`src/rtl/cpu_pkg.sv`:
```
// Shared encodings for the accumulator CPU control path: opcodes, bus sources, ALU ops, states.
package cpu_pkg;

  localparam logic [5:0] OPC_NOP   = 6'd0;
  localparam logic [5:0] OPC_LOAD  = 6'd1;
  localparam logic [5:0] OPC_STORE = 6'd2;
  localparam logic [5:0] OPC_ADD   = 6'd3;
  localparam logic [5:0] OPC_JMP   = 6'd4;
  localparam logic [5:0] OPC_JZ    = 6'd5;
  localparam logic [5:0] OPC_HALT  = 6'd63;

  typedef enum logic [2:0] {
    BUS_NONE = 3'd0,
    BUS_PC   = 3'd1,
    BUS_IR   = 3'd2,
    BUS_MEM  = 3'd3,
    BUS_AC   = 3'd4
  } bus_sel_e;

  typedef enum logic [1:0] {
    ALU_PASS = 2'd0,
    ALU_ADD  = 2'd1
  } alu_op_e;

  typedef enum logic [3:0] {
    StIdle,
    StFAr,
    StFMem,
    StDecode,
    StXAr,
    StXRd,
    StXWr,
    StXJmp,
    StHalt
  } state_e;

  // Decoded instruction class; held across the execute states.
  typedef enum logic [2:0] {
    OpNop,
    OpLoad,
    OpStore,
    OpAdd,
    OpJmp,
    OpJz,
    OpHalt,
    OpIllegal
  } op_class_e;

endpackage

```
`src/rtl/cpu_control_unit.sv`:
```
// Fetch/decode/execute sequencer owning every datapath enable of the accumulator CPU.
// Outputs decode combinationally from state; strobes gated by mem_ready are Mealy.
module cpu_control_unit
  import cpu_pkg::*;
#(
  parameter int unsigned OPC_W = 6,
  parameter int unsigned CNT_W = 16
) (
  input  logic             clk,
  input  logic             rst_n,
  input  logic             run,
  input  logic [OPC_W-1:0] opcode,
  input  logic             ac_zero,
  input  logic             mem_ready,
  output logic             pc_write_en,
  output logic             pc_inc_en,
  output logic             ar_write_en,
  output logic             ir_write_en,
  output logic             ac_write_en,
  output logic [1:0]       alu_op,
  output logic [2:0]       bus_sel,
  output logic             mem_rd,
  output logic             mem_wr,
  output logic             halted,
  output logic             illegal_op,
  output logic [CNT_W-1:0] instr_count
);

  state_e     state_q, state_d;
  op_class_e  op_q, op_d, op_dec;
  logic [CNT_W-1:0] cnt_q;
  bus_sel_e   bus_d;
  alu_op_e    alu_d;

  always_comb begin
    op_dec = OpIllegal;
    if      (opcode == OPC_W'(OPC_NOP))   op_dec = OpNop;
    else if (opcode == OPC_W'(OPC_LOAD))  op_dec = OpLoad;
    else if (opcode == OPC_W'(OPC_STORE)) op_dec = OpStore;
    else if (opcode == OPC_W'(OPC_ADD))   op_dec = OpAdd;
    else if (opcode == OPC_W'(OPC_JMP))   op_dec = OpJmp;
    else if (opcode == OPC_W'(OPC_JZ))    op_dec = OpJz;
    else if (opcode == OPC_W'(OPC_HALT))  op_dec = OpHalt;
  end

  always_comb begin
    state_d     = state_q;
    op_d        = op_q;
    pc_write_en = 1'b0;
    pc_inc_en   = 1'b0;
    ar_write_en = 1'b0;
    ir_write_en = 1'b0;
    ac_write_en = 1'b0;
    mem_rd      = 1'b0;
    mem_wr      = 1'b0;
    halted      = 1'b0;
    illegal_op  = 1'b0;
    bus_d       = BUS_NONE;
    alu_d       = ALU_PASS;

    case (state_q)
      StIdle: begin
        if (run) state_d = StFAr;
      end
      StFAr: begin
        bus_d       = BUS_PC;
        ar_write_en = 1'b1;
        state_d     = StFMem;
      end
      StFMem: begin
        mem_rd = 1'b1;
        if (mem_ready) begin
          bus_d       = BUS_MEM;
          ir_write_en = 1'b1;
          pc_inc_en   = 1'b1;
          state_d     = StDecode;
        end
      end
      StDecode: begin
        op_d = op_dec;
        case (op_dec)
          OpLoad, OpAdd, OpStore: state_d = StXAr;
          OpJmp:                  state_d = StXJmp;
          OpJz:                   state_d = ac_zero ? StXJmp : StFAr;
          OpHalt:                 state_d = StHalt;
          OpIllegal: begin
            illegal_op = 1'b1;
            state_d    = StFAr;
          end
          default:                state_d = StFAr;
        endcase
      end
      StXAr: begin
        bus_d       = BUS_IR;
        ar_write_en = 1'b1;
        state_d     = (op_q == OpStore) ? StXWr : StXRd;
      end
      StXRd: begin
        mem_rd = 1'b1;
        if (mem_ready) begin
          bus_d       = BUS_MEM;
          ac_write_en = 1'b1;
          alu_d       = (op_q == OpAdd) ? ALU_ADD : ALU_PASS;
          state_d     = StFAr;
        end
      end
      StXWr: begin
        bus_d  = BUS_AC;
        mem_wr = 1'b1;
        if (mem_ready) state_d = StFAr;
      end
      StXJmp: begin
        bus_d       = BUS_IR;
        pc_write_en = 1'b1;
        state_d     = StFAr;
      end
      StHalt: begin
        halted = 1'b1;
      end
      default: state_d = StIdle;
    endcase
  end

  assign bus_sel     = bus_d;
  assign alu_op      = alu_d;
  assign instr_count = cnt_q;

  // Every pass through DECODE retires one instruction, HALT and illegal ones included.
  always_ff @(posedge clk or negedge rst_n) begin
    if (!rst_n) begin
      state_q <= StIdle;
      op_q    <= OpNop;
      cnt_q   <= '0;
    end else begin
      state_q <= state_d;
      op_q    <= op_d;
      if (state_q == StDecode) cnt_q <= cnt_q + 1'b1;
    end
  end

endmodule

```
`config.mk`:
```
export PLATFORM = sky130hd
export DESIGN_NAME = cpu_control_unit
export DESIGN_NICKNAME = d
export VERILOG_FILES = /design/src/rtl/cpu_pkg.sv /design/src/rtl/cpu_control_unit.sv
export SDC_FILE = /design/constraint.sdc
export NUM_CORES = 1
export LEC_CHECK = 0
export CAP_MARGIN = 40
export CORE_MARGIN = 1.5
export CORE_UTILIZATION = 45
export DETAILED_ROUTE_END_ITERATION = 8
export GPL_TIMING_DRIVEN = 0
export PLACE_DENSITY = 0.87
export SLEW_MARGIN = 20
export SYNTH_ARGS = -nofsm -noshare
export SYNTH_HDL_FRONTEND = slang
export SYNTH_SLANG_ARGS = --single-unit
```
`constraint.sdc`:
```
create_clock -name clk -period 3.2 [get_ports clk]
set_input_delay 0.48 -clock clk [delete_from_list [all_inputs] [get_ports clk]]
set_output_delay 0.48 -clock clk [all_outputs]
set_load 0.05 [all_outputs]
```
==> impl_metrics.ini <==
[setup_path]
path_buf_inv = 2
critPathArrivalTime_ns = 2.54
cp-end-kind = output pin
critPathMaxFanout = 10
start_kind = flop
reg2reg_from = state_q[1]$_DFFE_PN0P_
cp_slowest_stage_delay_ns = 0.83
worstSetupPathType = reg -> out
cp_cell_sequence = buf_6 -> nand2b_1 -> or2_2 -> nor3_2 -> and4b_1 -> clkdlybuf4s50_1
worstPathRequired_ns = 2.72
critPathTopFamily = buffers and inverters
slowest_stage = clkdlybuf4s50_1
reg2reg_slack_ns = 1.59
r2r-end = state_q[1]$_DFFE_PN0P_
r2r_cells = 4

[final_layout]
fin_nets = 190
diodes = 0
final_cells = 208
multiInputGateArea_sq_um = 647
final-seq-area_sq_um = 576
fill_cells = 235
layout-drive-gt1-share_pct = 7.34
syn_to_final_growth_pct = 36.5

[timing]
max_slew_margin_pct = 64.5
fin_skew_ns = 0.00793
drv_slew = 0
grt_setup_unrepaired = no
fin_setup_tns_ns = 0
setup_viol = 0
worstMarginPinSlew_ns = 0.531
timing.hold.ws_ns = 0.442
post-route-min-period_ns = 3.02
timing.final.crit_share_pct = 94.4
fmax_mhz = 331
hold_viol = 0

[synthesis]
netlist_instances = 133
synth_flop_cell = dfrtp_1
syn_area_per_cell_sq_um = 9.68
ys_types = 36
syn-num-nets = 145
synthTopCellsByCount = 23 x dfrtp_1, 13 x nand2_1, 12 x xnor2_1
synth-edff-count = 0
yosys_warnings = 0
syn_area_sq_um = 1290
synth_area_leaders = dfrtp_1 45%, xnor2_1 8.2%, nand2_1 3.8%
yosysMostFrequentCell = dfrtp_1
yosysTopAreaCellShare_pct = 44.7
synth_seq_cells = 23
ys_seq_area_share_pct = 44.7
async_flop_share_pct = 100
yosysTopAreaCell = dfrtp_1

[drt]
postRouteAntennaNets = 0
wl_per_cell_um = 14.2
drt-total-wl_um = 2950
drt_iter0_markers = 39
viasPerCell = 5.71
first_pass_iters = 5
dr_total_vias = 1188
drc = 0

[run_status]
status = finished clean

[cts]
clkSinkCount = 23
cts_resized = 0
cts_tree = built
clock_latency_ns = 0.30
htreeDepth = 1
numCtsBuffers = 3
cts_max_path_buffers = 2
cts-root-buf = clkbuf_4
cts_hold_buf = 0
clk_pin_slew_worst_paths_ns = 0.13
postCtsSetupBuffers = 0

[power_and_ir_drop]
comb_power_share_pct = 58.4
ir_drop_uv = 627
switching_share_pct = 49.6
p_sw_uw = 676
p_clk_share_pct = 9.6
powerDensity_nw_per_um2 = 775
p_seq_share_pct = 32.0
p_leak_nw = 0.728
intPower_uw = 687

[floorplan]
start_util_pct = 47.1
fp.coreArea_sq_um = 2730
ioPinCount = 41
die_area_sq_um = 3190
die_h_um = 56.5
rows = 19
dieWidth_um = 56.5

[global_route]
antenna_found_initial = 0
grt_max_degree = 18
grt_pass1_vias = 1151
grt_use_total_pct = 18.7
grt-ovfl-total = 0
grt_pass1_wl_um = 4870

[job]
cap_viol_max_count = 0

[placement]
hpwl_um = 2320
port_buffers = 39
dp_cells = 204
gp_congestion = 0.868

[hold_path]
holdCritPathClass = in -> async
cells by family after synthesis:
group | synth area share, %
other | 0.291
and+or+nand+nor | 27.4
buffers and inverters | 5.05
DFF | 44.7
adders and majority gates | 0.972
AOI/OAI and AO/OA | 10.7
xor gates and xnor gates | 10.9
metal layers:
| layer | up-vias | GRT usage [%] | part of all wire, % |
|---|---|---|---|
| met5 | - | 0 | 0 |
| met4 | 0 | 2.38 | 0.20 |
| met3 | 2 | 4.15 | 5.4 |
| met2 | 43 | 34.6 | 52 |
| met1 | 583 | 22.7 | 43 |
| li1 | 560 | - | - |
cell type report:
type / instances / share of cell area (%)
well taps: 31 / 2.21
repair buffers: 40 / 23.1
flip-flops and latches: 23 / 32.7
multi-input cells: 97 / 36.8
plain buffers: 7 / 2.42
clock buffers: 4 / 1.49
inverters: 6 / 1.28
power by group through the flow:
stage	registers [mW]	logic, mW	clock network (mW)
finish	0.435	0.796	0.131
global route	0.447	0.847	0.147
detailed placement	0.442	0.794	0
global placement	0.432	0.768	0
floorplan	0.527	0.462	0
CTS	0.436	0.796	0.131
cells in the final DEF, fill, tap and decap left out, drive strengths merged, types with 2 or more instances in the layout:
| cell type | count |
|---|---|
| and3 | 3 |
| nand4 | 6 |
| or2 | 2 |
| a21oi | 6 |
| nor4 | 5 |
| clkbuf | 7 |
| nand3 | 9 |
| nand2 | 13 |
| nand2b | 2 |
| o21ai | 9 |
| dfrtp | 23 |
| buf | 5 |
| xor2 | 4 |
| nor3 | 4 |
| inv | 6 |
| clkdlybuf4s50 | 39 |
| xnor2 | 12 |
| nor2 | 8 |
flip-flops by register name, indices dropped and copies added, names as in the netlist:
| name | flops |
|---|---|
| instr_count | 16 |
| state_q | 4 |
| op_q | 3 |
per-stage QoR:
step           util (%)  worst slack [ns]  power (mW)  cell area (sq um)
3_5_place_dp       63.3             0.302        1.24               1730
3_3_place_gp       62.8             0.342        1.20               1720
6_report           64.3             0.179        1.36               1760
2_1_floorplan         -             0.596       0.989               1290
5_1_grt            64.3            0.0972        1.44               1760
4_1_cts            64.3             0.216        1.36               1760
how the worst max path moves through the flow:
| stage | startpoint | endpoint | slack (ns) | cells after the start |
|---|---|---|---|---|
| after floorplan | state_q[2]$_DFFE_PN0P_ | alu_op[0] | 0.60 | 5 |
| after global placement | mem_ready | alu_op[0] | 0.34 | 5 |
| after detailed placement | mem_ready | alu_op[0] | 0.30 | 5 |
| after CTS | state_q[2]$_DFFE_PN0P_ | alu_op[0] | 0.22 | 6 |
| after global routing | state_q[2]$_DFFE_PN0P_ | alu_op[0] | 0.1 | 6 |
| final | state_q[2]$_DFFE_PN0P_ | alu_op[0] | 0.18 | 6 |
No activity file was read; power rests on OpenSTA's default activity.
